$ cat config.mk
export PLATFORM = sky130hd
export DESIGN_NAME = fir_sequencer
export DESIGN_NICKNAME = d
export VERILOG_FILES = /design/src/rtl/fir_sequencer.sv
export SDC_FILE = /design/constraint.sdc
export NUM_CORES = 1
export LEC_CHECK = 0
export ABC_AREA = 1
export ABC_CLOCK_PERIOD_IN_PS = 5100
export BUFFER_PORTS_ARGS = -buffer_cell sky130_fd_sc_hd__clkbuf_2
export CAP_MARGIN = 30
export CORE_MARGIN = 2
export CORE_UTILIZATION = 55
export CTS_BUF_LIST = sky130_fd_sc_hd__clkbuf_16
export CTS_CLUSTER_DIAMETER = 150
export CTS_CLUSTER_SIZE = 12
export DETAILED_ROUTE_END_ITERATION = 10
export PLACE_DENSITY = 0.77
export SYNTH_ARGS = -nofsm -noshare
export SYNTH_HDL_FRONTEND = slang
export SYNTH_SLANG_ARGS = --single-unit
$ cat constraint.sdc
create_clock -name clk -period 5.1 [get_ports clk]
set_input_delay 0.765 -clock clk [delete_from_list [all_inputs] [get_ports clk]]
set_output_delay 0.765 -clock clk [all_outputs]
set_load 0.02 [all_outputs]
$ cat src/rtl/fir_sequencer.sv
// fir_sequencer: drives a bit-serial symmetric FIR filter.
// - Serially loads the coefficient chain from a parallel-written bank.
// - For each accepted sample: start pulse, wait for done, then a one-entry
//   output register holds the result.
// - A watchdog abandons a sample whose filter never reports done.
module fir_sequencer #(
    parameter int DataWidth     = 12,
    parameter int NTaps         = 8,
    parameter int TimeoutCycles = 64,
    localparam int NCoeffs      = NTaps / 2,
    localparam int AddrW        = (NCoeffs > 1) ? $clog2(NCoeffs) : 1
) (
    input  logic                 clk,
    input  logic                 rst,
    input  logic                 coeff_we,
    input  logic [AddrW-1:0]     coeff_addr,
    input  logic [DataWidth-1:0] coeff_wdata,
    input  logic                 cfg_load,
    input  logic                 s_valid,
    output logic                 s_ready,
    input  logic [DataWidth-1:0] s_data,
    output logic                 m_valid,
    input  logic                 m_ready,
    output logic [DataWidth-1:0] m_data,
    output logic                 fir_start,
    output logic [DataWidth-1:0] fir_x,
    output logic                 fir_coeff_load,
    output logic                 fir_coeff,
    output logic                 fir_lock,
    input  logic                 fir_done,
    input  logic [DataWidth-1:0] fir_y,
    output logic                 busy,
    output logic                 err_timeout,
    input  logic                 err_clr
);

    localparam int TotalBits = NCoeffs * DataWidth;
    localparam int BitCntW   = (TotalBits > 1) ? $clog2(TotalBits) : 1;
    localparam int WdW       = (TimeoutCycles > 1) ? $clog2(TimeoutCycles) : 1;

    typedef enum logic [1:0] {
        ST_IDLE,
        ST_LOAD,
        ST_START,
        ST_BUSY
    } state_t;

    state_t                 state_q, state_d;
    logic                   load_pending_q, load_pending_d;
    logic [DataWidth-1:0]   bank_q [NCoeffs];
    logic [DataWidth-1:0]   bank_d [NCoeffs];
    logic [TotalBits-1:0]   snap;
    logic [TotalBits-1:0]   shreg_q, shreg_d;
    logic [BitCntW-1:0]     bit_cnt_q, bit_cnt_d;
    logic [WdW-1:0]         wd_cnt_q, wd_cnt_d;
    logic [DataWidth-1:0]   x_q, x_d;
    logic                   m_valid_q, m_valid_d;
    logic [DataWidth-1:0]   m_data_q, m_data_d;
    logic                   err_q, err_d;
    logic                   s_ready_w;

    // Per-entry bank write decode and the parallel snapshot image.
    // Entry NCoeffs-1 lands in the MSBs so it is shifted out first.
    genvar gi;
    generate
        for (gi = 0; gi < NCoeffs; gi++) begin : g_bank
            assign bank_d[gi] = (coeff_we && (coeff_addr == AddrW'(gi))) ? coeff_wdata : bank_q[gi];
            assign snap[gi*DataWidth +: DataWidth] = bank_q[gi];
        end
    endgenerate

    // Accept only in IDLE, with no load queued and room in the output register.
    assign s_ready_w = (state_q == ST_IDLE) && !load_pending_q && (!m_valid_q || m_ready);

    // Coefficient bank registers; cleared by reset along with everything else.
    always_ff @(posedge clk or posedge rst) begin
        if (rst) begin
            for (int i = 0; i < NCoeffs; i++) begin
                bank_q[i] <= '0;
            end
        end else begin
            for (int i = 0; i < NCoeffs; i++) begin
                bank_q[i] <= bank_d[i];
            end
        end
    end

    // Sequencer state and datapath registers.
    always_ff @(posedge clk or posedge rst) begin
        if (rst) begin
            state_q        <= ST_IDLE;
            load_pending_q <= 1'b0;
            shreg_q        <= '0;
            bit_cnt_q      <= '0;
            wd_cnt_q       <= '0;
            x_q            <= '0;
            m_valid_q      <= 1'b0;
            m_data_q       <= '0;
            err_q          <= 1'b0;
        end else begin
            state_q        <= state_d;
            load_pending_q <= load_pending_d;
            shreg_q        <= shreg_d;
            bit_cnt_q      <= bit_cnt_d;
            wd_cnt_q       <= wd_cnt_d;
            x_q            <= x_d;
            m_valid_q      <= m_valid_d;
            m_data_q       <= m_data_d;
            err_q          <= err_d;
        end
    end

    // Next-state and datapath update.
    always_comb begin
        state_d        = state_q;
        load_pending_d = load_pending_q | cfg_load;
        shreg_d        = shreg_q;
        bit_cnt_d      = bit_cnt_q;
        wd_cnt_d       = wd_cnt_q;
        x_d            = x_q;
        m_valid_d      = m_valid_q;
        m_data_d       = m_data_q;
        err_d          = err_q;

        // Drain first; a capture below can only happen when the register is empty.
        if (m_valid_q && m_ready) begin
            m_valid_d = 1'b0;
        end
        // Clear first so that a timeout in the same cycle overrides it.
        if (err_clr) begin
            err_d = 1'b0;
        end

        case (state_q)
            ST_IDLE: begin
                if (load_pending_q) begin
                    state_d        = ST_LOAD;
                    load_pending_d = 1'b0;
                    shreg_d        = snap;
                    bit_cnt_d      = '0;
                end else if (s_valid && s_ready_w) begin
                    // A cfg_load arriving with the handshake stays queued.
                    x_d     = s_data;
                    state_d = ST_START;
                end else if (cfg_load) begin
                    // Fresh request while idle: start shifting right away.
                    state_d        = ST_LOAD;
                    load_pending_d = 1'b0;
                    shreg_d        = snap;
                    bit_cnt_d      = '0;
                end
            end
            ST_LOAD: begin
                shreg_d   = {shreg_q[TotalBits-2:0], 1'b0};
                bit_cnt_d = bit_cnt_q + 1'b1;
                if (bit_cnt_q == BitCntW'(TotalBits - 1)) begin
                    state_d = ST_IDLE;
                end
            end
            ST_START: begin
                wd_cnt_d = '0;
                state_d  = ST_BUSY;
            end
            ST_BUSY: begin
                if (fir_done) begin
                    m_data_d  = fir_y;
                    m_valid_d = 1'b1;
                    state_d   = ST_IDLE;
                end else if (wd_cnt_q == WdW'(TimeoutCycles - 1)) begin
                    err_d   = 1'b1;
                    state_d = ST_IDLE;
                end else begin
                    wd_cnt_d = wd_cnt_q + 1'b1;
                end
            end
            default: begin
                state_d = ST_IDLE;
            end
        endcase
    end

    assign s_ready        = s_ready_w;
    assign m_valid        = m_valid_q;
    assign m_data         = m_data_q;
    assign fir_start      = (state_q == ST_START);
    assign fir_x          = x_q;
    assign fir_coeff_load = (state_q == ST_LOAD);
    assign fir_coeff      = (state_q == ST_LOAD) && shreg_q[TotalBits-1];
    // Unlocked chain: the coefficients rotate back to home order every sample.
    assign fir_lock       = 1'b0;
    assign busy           = (state_q != ST_IDLE);
    assign err_timeout    = err_q;

endmodule

==> out/metrics.cfg, run 1 <==
[power]
totalPowerFinal_mw=4.447
powerDensity_nw_per_um2=644.6
ir_drop_v=0.0003933
leakage_nw=3.506

[layout]
drive_above_1_share_pct=15.54
n_antenna_cell=0
multi_input_area_um2=1998
n_fill_cell=853
post-route-util_pct=66.52
ff_latch_area_um2=3428
fin_area_um2=6898
final_nets=788
syn2layout_area_growth_pct=16.58
stdcell_count=889

[placement]
dp.cells=856
postPlaceCellArea_um2=6319
detailed_place_hpwl_um=8127
io_buffers=76
globalplace.congestion=0.8064

[yosys]
yosys.area.top_type=dfrtp_1
ys_seq_elements=137
synth_top_cell_area_share_pct=57.94
yosys-top-cells-count=nand2_1, dfrtp_1, o21ai_0
synth_enable_flop_cells=0
synth_cells=673
ys_async_sr_fraction_pct=100.0
synth.cell_area_um2=5917
synth_cell_types=28
syn_avg_cell_area_um2=8.792
synth_seq_area_share_pct=57.94
synth.most_common_cell=nand2_1
synthFlopType=dfrtp_1
ys_warn_count=0
syn_nets=721
synthTopCellsByArea=dfrtp_1, nand2_1, o21ai_0

[grt]
gr-usage-all-layers_pct=23.92
grt_pass1_wl_um=21540
grt_overflow=0
grt_max_degree=98
antenna_found_initial=0
first_global_vias=4589

[worst_setup_path]
r2r_cells=7
worst_path_max_delay_cell=nor2_1
critPathLaunch=state_q[1]
cp_cell_sequence=nor2_2, inv_1, nor2_1, clkbuf_2
worstPathRequired_ps=4340
cp-end-kind=primary output
r2r_start=state_q[1]
path_class=reg2out
cp-endpoint=s_ready
ff2ff_setup_slack_ps=2850
arrival_ps=2150
crit_fanout=13
cp-start-kind=flop
rr_endpoint=shreg_q[37]
slowest_delay_ps=610

[sta]
hold_viol=0
finalCriticalPeriod_ps=2914
setup_viol=0
max_freq_mhz=343.2
slew_headroom_pct=38.28
fin_crit_sh_pct=57.13
slew_violations=0
rsz0062_at_grt=false
skew_ps=4.957
setup_tns_ps=0
tightest_slew_ps=923.2

[floorplanning]
core_um2=10370
rows=37
die_w_um=107.7
io_pins=78
die_h_um=107.7
die-area_um2=11600
start_util_pct=57.06

[cts]
clkSinkCount=137
clk_path_buf_depth=2
cts_root_buffer=clkbuf_16
clkTransAtPathRegs_ps=50
cts_hold_buf=0
post_cts_resized=0
insertion_delay_ps=410
post_cts_buffers=0
ctsHtreeMaxLevel=4
cts_made_buffers=17
cts_tree=done

[hold_path]
hold_class=in2async

[run_status]
status=complete, no violations

[drt]
avgViaCountPerCell=5.214
antenna_left=0
remaining_drc_errors=0
wl_um=12480
wl_per_cell_um=14.04
drt-pass1-iter-count=6
drt_iter0_drc=321
vias=4635

[flow_run]
drv_cap=0

-- registers in the layout (all words and copies together), names as in the netlist --
register	count
fir_x	12
err_timeout	1
wd_cnt_q	6
bank_q	48
m_data	12
shreg_q	48
state_q	2
m_valid	1
load_pending_q	1
bit_cnt_q	6
-- worst min path at each step --
stage	start	slack (ps)	to	cells after the start
final	rst	360	wd_cnt_q[3]	2
after global routing	rst	390	wd_cnt_q[5]	2
after CTS	rst	370	wd_cnt_q[5]	2
after detailed placement	fir_x[10]	460	fir_x[10]	2
after global placement	bank_q[4]	470	bank_q[4]	2
after floorplan	bank_q[0]	450	bank_q[0]	2
-- metrics by stage --
| step | hold slack [ps] | setup slack (ps) |
|---|---|---|
| after floorplan | 453.4 | 667.2 |
| after global placement | 466.7 | 2210 |
| after detailed placement | 464.9 | 2420 |
| after CTS | 371.7 | 2247 |
| after global routing | 386.2 | 2060 |
| final | 362.8 | 2186 |
-- cell type report --
class,instances,area share [%]
clock buffer,17,6.167
tap,136,2.467
multi-input combinational,425,28.97
inverter,77,4.226
clock inverter,15,2.068
sequential,137,49.70
timing repair buffer,82,6.403
-- power breakdown --
group / internal, mW / switching (mW)
logic: 0.540 / 1.06
clock network: 0.750 / 0.425
registers: 1.49 / 0.182
total: 2.78 / 1.66
-- cells by family after synthesis --
kind of cell	count (synthesis)	synth area share, %
fa+ha+maj	2	0.4229
xor+xnor	4	0.5922
other cells	1	0.06338
compound gates	160	13.62
mux	12	2.284
simple gates	246	16.79
buf+inv	111	8.289
flops	137	57.94
-- cells in the final DEF (no fill, tap or decap), types with 2 or more instances in the layout --
cell / count
ha_1: 2
bufinv_16: 3
nand3_1: 27
nand2_1: 155
clkinv_1: 5
dfrtp_1: 137
o21ai_1: 14
nor2_1: 57
buf_4: 4
clkbuf_16: 17
o21ai_0: 94
mux2_2: 3
inv_2: 2
a21oi_1: 50
clkbuf_2: 76
xor2_1: 3
inv_1: 77
clkinv_2: 3
mux2_1: 9
-- critical path, delay by kind of cell, from the launching register on --
| family | cells | cell delay [ps] |
|---|---|---|
| buffers and inverters | 2 | 430 |
| flip-flops | 1 | 460 |
| AND/OR/NAND/NOR | 2 | 840 |
-- per-layer routing --
layer / up-vias / routed length [µm] / global-route usage (%)
li1: 2278 / - / -
met1: 2228 / 5732 / 31.61
met2: 112 / 6075 / 38.41
met3: 17 / 470 / 6.356
met4: 0 / 204 / 8.242
met5: - / 0 / 0
Power figures use the tool's default switching activity.
==> run 2: changes to the inputs <==
--- a/config.mk
+++ b/config.mk
@@ -5,12 +5,12 @@
 export SDC_FILE = /design/constraint.sdc
 export NUM_CORES = 1
 export LEC_CHECK = 0
-export ABC_AREA = 1
-export ABC_CLOCK_PERIOD_IN_PS = 5100
+export ABC_AREA = 0
+export ABC_CLOCK_PERIOD_IN_PS = 2400
 export BUFFER_PORTS_ARGS = -buffer_cell sky130_fd_sc_hd__clkbuf_2
 export CAP_MARGIN = 30
 export CORE_MARGIN = 2
-export CORE_UTILIZATION = 55
+export CORE_UTILIZATION = 53
 export CTS_BUF_LIST = sky130_fd_sc_hd__clkbuf_16
 export CTS_CLUSTER_DIAMETER = 150
 export CTS_CLUSTER_SIZE = 12
==> constraint.sdc (replaced) <==
create_clock -name clk -period 2.4 [get_ports clk]
set_input_delay 0.36 -clock clk [delete_from_list [all_inputs] [get_ports clk]]
set_output_delay 0.36 -clock clk [all_outputs]
set_load 0.02 [all_outputs]
==> out/metrics.cfg, run 2 <==
[yosys]
synthFlopType=dfrtp_1
synth_cell_types=44  ; +57%
ys_async_sr_fraction_pct=100.0  ; unchanged
ys_seq_elements=137  ; unchanged
ys_warn_count=0  ; unchanged
synth_top_cell_area_share_pct=52.66  ; -5.3 points
synthTopCellsByArea=dfrtp_1, a31oi_4, mux2_2
yosys-top-cells-count=dfrtp_1, nand2_1, mux2_2
synth_cells=517  ; -23%
yosys.area.top_type=dfrtp_1
syn_avg_cell_area_um2=12.59  ; +43%
synth_seq_area_share_pct=52.66  ; -5.3 points
synth_enable_flop_cells=0  ; unchanged
syn_nets=565  ; -22%
synth.most_common_cell=dfrtp_1
synth.cell_area_um2=6510  ; +10%

[cts]
post_cts_buffers=0  ; unchanged
post_cts_resized=0  ; unchanged
cts_hold_buf=0  ; unchanged
cts_made_buffers=17  ; unchanged
clkTransAtPathRegs_ps=60  ; about the same
cts_root_buffer=clkbuf_16
insertion_delay_ps=420  ; about the same
clkSinkCount=137  ; unchanged
clk_path_buf_depth=2  ; unchanged
ctsHtreeMaxLevel=4  ; unchanged
cts_tree=done

[flow_run]
drv_cap=0  ; unchanged

[sta]
finalCriticalPeriod_ps=1979
skew_ps=5.699  ; +0.7424 ps
tightest_slew_ps=849.5  ; -73.73 ps
slew_headroom_pct=43.25  ; +5.0 points
fin_crit_sh_pct=82.48
setup_viol=0  ; unchanged
slew_violations=0  ; unchanged
rsz0062_at_grt=false
whs_ps=99.83  ; -263.0 ps
setup_ws_ps=420.5  ; -1766 ps
hold_viol=0  ; unchanged
max_freq_mhz=505.2
setup_tns_ps=0  ; unchanged

[drt]
avgViaCountPerCell=5.730  ; +9.9%
drt_iter0_drc=309  ; -3.7%
drt-pass1-iter-count=5  ; -1
wl_per_cell_um=17.70  ; +26%
wl_um=13310  ; +6.6%
remaining_drc_errors=0  ; unchanged
vias=4309  ; -7.0%
antenna_left=0  ; unchanged

[worst_setup_path]
worst-path-buf-inv=2  ; unchanged
worstPathRequired_ps=2040  ; -2300 ps
arrival_ps=1620  ; -530 ps
r2r_cells=5  ; -2
r2r_start=state_q[1]
path_class=reg2out
cp-end-kind=primary output
slowest_delay_ps=650  ; +40 ps
crit_family=flip-flops
crit_fanout=13  ; unchanged
cp-start-kind=flop
ff2ff_setup_slack_ps=440  ; -2410 ps
cp_cell_sequence=inv_1, nor2_1, clkbuf_2
worst_path_max_delay_cell=dfrtp_1
rr_endpoint=shreg_q[0]

[layout]
reg.largest.list=bank_q (48), shreg_q (48)
layout_commonest_cell=dfrtp_1
drive_above_1_share_pct=40.17  ; +25 points
stdcell_count=752  ; -15%
n_antenna_cell=0  ; unchanged
layout_common_cells=dfrtp_1, nand2_1, clkbuf_2
final_nets=642  ; -19%
syn2layout_area_growth_pct=16.87
n_fill_cell=881  ; +3.3%
post-route-util_pct=63.34  ; -3.2 points
fin_area_um2=7609  ; +10%

[grt]
grt_pass1_wl_um=22240  ; +3.2%
gr-usage-all-layers_pct=21.83  ; -2.1 points
first_global_vias=4569  ; -0.44%
grt_max_degree=64  ; -35%
grt_overflow=0  ; unchanged
antenna_found_initial=0  ; unchanged

[run_status]
status=complete, no violations

[placement]
dp.cells=722  ; -16%
globalplace.congestion=0.8258  ; +2.4%
detailed_place_hpwl_um=8821  ; +8.5%
dpl_worst_slack_ps=513.1  ; -1907 ps
io_buffers=76  ; unchanged
postPlaceCellArea_um2=7018  ; +11%

[floorplanning]
die_h_um=114.8  ; +6.6%
die_w_um=114.8  ; +6.6%
start_util_pct=54.20  ; -2.9 points
die-area_um2=13190  ; +14%
rows=40  ; +8.1%
io_pins=78  ; unchanged
core_um2=12010  ; +16%

[power]
ir_drop_v=0.0006023  ; +53%
leakage_nw=3.424  ; -2.3%
totalPowerFinal_mw=7.381  ; +66%
powerDensity_nw_per_um2=970.1  ; +50%

[hold_path]
hold_class=in2async

## run 2: changes by cell type in the layout (fill, tap and decap cells not counted), moves of 14 or more
cell / delta
nor2_1: -49
nand2_1: -49
a31oi_4: +41
o21ai_1: -14
inv_1: -66
o21ai_0: -91
mux2_2: +69
nand3_1: -22
## run 2: report_power, final
group | internal, mW | switching (mW) | total [mW]
logic | 0.837 | 0.728 | 1.57
clock network | 1.70 | 0.918 | 2.62
registers | 2.85 | 0.345 | 3.20
total | 5.39 | 1.99 | 7.38
## run 2: cell type report
cell class	instances	area, µm²	area share [%]
Clock buffer	17	425.4	5.591
Sequential cell	137	3428	45.06
Tap cell	147	183.9	2.417
Inverter	9	37.54	0.4933
Multi-Input combinational cell	334	2808	36.90
Clock inverter	13	165.2	2.171
Timing Repair Buffer	95	560.5	7.367
## run 2: worst max-delay path by stage
stage	from	end	slack, ps	depth (start not counted)
3_5_place_dp	state_q[1]	shreg_q[0]	510	5
4_1_cts	state_q[1]	fir_coeff	440	3
3_3_place_gp	state_q[0]	bit_cnt_q[5]	610	5
2_1_floorplan	rst	bank_q[0]	330	1
6_report	state_q[1]	fir_start	420	3
5_1_grt	state_q[1]	fir_start	340	3
## run 2: kinds of logic after synthesis
group / after synthesis / synth area share, %
adder cells (fa/ha/maj): 2 / 0.3843
AND/OR/NAND/NOR: 135 / 8.707
buffers and inverters: 46 / 4.363
other: 1 / 0.05760
flip-flops: 137 / 52.66
multiplexers: 74 / 12.95
AO/OA/AOI/OAI: 121 / 20.74
XOR/XNOR: 1 / 0.1346
## run 2: layer usage
layer	wire length, µm	share of wire, %	GRT usage (%)	vias up
li1	-	-	-	1977
met1	5747	43	27.28	2159
met2	6645	50	37.28	148
met3	679	5.1	5.377	25
met4	236	1.8	7.631	0
met5	0	0	0	-
==> run 3: changes to the inputs <==
--- a/config.mk
+++ b/config.mk
@@ -6,7 +6,7 @@
 export NUM_CORES = 1
 export LEC_CHECK = 0
 export ABC_AREA = 0
-export ABC_CLOCK_PERIOD_IN_PS = 2400
+export ABC_CLOCK_PERIOD_IN_PS = 1700
 export BUFFER_PORTS_ARGS = -buffer_cell sky130_fd_sc_hd__clkbuf_2
 export CAP_MARGIN = 30
 export CORE_MARGIN = 2
==> constraint.sdc (replaced) <==
create_clock -name clk -period 1.7 [get_ports clk]
set_input_delay 0.255 -clock clk [delete_from_list [all_inputs] [get_ports clk]]
set_output_delay 0.255 -clock clk [all_outputs]
set_load 0.02 [all_outputs]
==> out/metrics.cfg, run 3 (synthesis gave the netlist of run 2 again) <==
[drt]
wl_um=13870  ; +4.2%
met3WireLength_um=745  ; +9.7%
drt_iter0_drc=277  ; -10%
route.met2.wl_um=7019  ; +5.6%
highest_layer=met4
wl_met1_um=5976  ; +4.0%
wl_per_cell_um=18.11  ; +2.3%
vias=4345  ; +0.84%
antenna_left=0  ; unchanged
drt-pass1-iter-count=4  ; -1
avgViaCountPerCell=5.672  ; -1.0%
remaining_drc_errors=0  ; unchanged

[hold_path]
min_path_cells=2
hold_class=in2reg
whs_endpoint=fir_x[3]
worstHoldStart=s_data[3]

[flow_run]
drv_cap=0  ; unchanged

[layout]
layout_commonest_cell=dfrtp_1
n_antenna_cell=0  ; unchanged
layout_common_cells=dfrtp_1, nand2_1, clkbuf_2
reg.largest.list=bank_q (48), shreg_q (48)
final_nets=655  ; +2.0%
fin_area_um2=7856  ; +3.3%
n_fill_cell=873  ; -0.91%
drive_above_1_share_pct=42.65  ; +2.5 points
syn2layout_area_growth_pct=20.68

[cts]
insertion_delay_ps=420  ; about the same
clkSinkCount=137  ; unchanged
clkTransAtPathRegs_ps=60  ; about the same
ctsHtreeMaxLevel=4  ; unchanged
cts_tree=done
cts_made_buffers=17  ; unchanged
cts_root_buffer=clkbuf_16
clk_path_buf_depth=2  ; unchanged

[power]
ir_drop_v=0.001203  ; +100%
powerDensity_nw_per_um2=1377  ; +42%
leakage_nw=3.531  ; +3.1%

[worst_setup_path]
worstPathRequired_ps=1440  ; -600 ps
crit_fanout=4  ; -9
cpMostUsedCell=buf_6
cp-start-kind=flop
path_class=reg2out
r2r_start=state_q[1]
arrival_ps=1420  ; -200 ps
slowest_delay_ps=440  ; -210 ps
cp-end-kind=primary output
worst_path_max_delay_cell=dfrtp_2
r2r_cells=5  ; unchanged
ff2ff_setup_slack_ps=110  ; -330 ps
cp_cell_sequence=nor2_4, buf_6, nand2_2, nor2_2, buf_6
rr_endpoint=shreg_q[14]

[sta]
fin_crit_sh_pct=98.33
setup_viol=0  ; unchanged
setup_tns_ps=0  ; unchanged
rsz0062_at_grt=true
hold_viol=0  ; unchanged
max_freq_mhz=598.2
slew_violations=0  ; unchanged
whs_ps=65.87  ; -33.96 ps
finalCriticalPeriod_ps=1672
skew_ps=7.196  ; +1.496 ps

[floorplanning]
die_h_um=114.8  ; unchanged
io_pins=78  ; unchanged
rows=40  ; unchanged
start_util_pct=54.20  ; unchanged
die-area_um2=13190  ; unchanged
core_um2=12010  ; unchanged
die_w_um=114.8  ; unchanged

[grt]
first_global_vias=4525  ; -0.96%
grt_overflow=0  ; unchanged
antenna_found_initial=0  ; unchanged
grt_pass1_wl_um=22890  ; +2.9%
grt_max_degree=53  ; -17%
gr-usage-all-layers_pct=22.34  ; +0.51 points

[placement]
globalplace.congestion=0.7930  ; -4.0%
detailed_place_hpwl_um=8685  ; -1.5%
io_buffers=76  ; unchanged
postPlaceCellArea_um2=7141  ; +1.7%

[run_status]
status=complete, no violations

[run 3: cell count changes in the layout (fill, tap and decap cells not counted), moves of 2 or more]
cell / delta
buf_12: +5
buf_4: +5
buf_6: +3
clkbuf_2: -2
clkinv_4: +2
dfrtp_1: -2
dfrtp_2: +2
inv_1: -3
[run 3: power by group]
part / internal (mW) / switching, mW
logic: 1.25 / 1.06
clock network: 2.58 / 1.40
registers: 4.03 / 0.517
[run 3: worst max path at each step]
stage	from	endpoint	slack, ps	depth (start not counted)
after floorplan	rst	bank_q[0]	-260	1
after CTS	state_q[0]	s_ready	7	5
final	state_q[1]	s_ready	30	5
after global routing	state_q[1]	s_ready	-20	5
after global placement	m_ready	shreg_q[38]	120	6
after detailed placement	m_ready	shreg_q[24]	90	6
[run 3: worst max-delay path, delay by kind of cell (launching register included)]
family | cells | cell delay (ps)
buffers and inverters | 2 | 240
DFF | 1 | 440
and+or+nand+nor | 3 | 310
[run 3: repair_timing]
item	CTS	global route
setup buffers	2	2
hold endpoints to repair	9	0
pin swaps	0	2
resized for setup	9	7
setup endpoints to repair	4	2
hold buffers	1	0
cloned	0	0
[run 3: layout make-up]
class	count	area, µm²	area share [%]
Inverter	9	45.04	0.5733
Multi-Input combinational cell	334	2818	35.87
Sequential cell	137	3431	43.67
Clock inverter	14	207.7	2.644
Clock buffer	17	425.4	5.415
Tap cell	147	183.9	2.341
Timing Repair Buffer	108	745.7	9.492
[run 3: metal layers]
metal	vias up	global-route usage [%]
met3	11	4.744
met5	-	0
met4	0	8.112
met2	133	37.55
met1	2196	28.83
li1	2005	-
[run 3: stage by stage]
| step | power [mW] | setup WS (ps) | instances | utilization, % |
|---|---|---|---|---|
| 2_1_floorplan | 6.236 | -262.1 | 517 | - |
| 3_5_place_dp | 6.801 | 87.68 | 730 | 59.45 |
| 3_3_place_gp | 6.665 | 122.7 | 730 | 59.45 |
| 4_1_cts | 10.88 | 6.826 | 764 | 65.14 |
| 5_1_grt | 11.27 | -20.71 | 766 | 65.41 |
| 6_report | 10.82 | 28.36 | 766 | 65.41 |
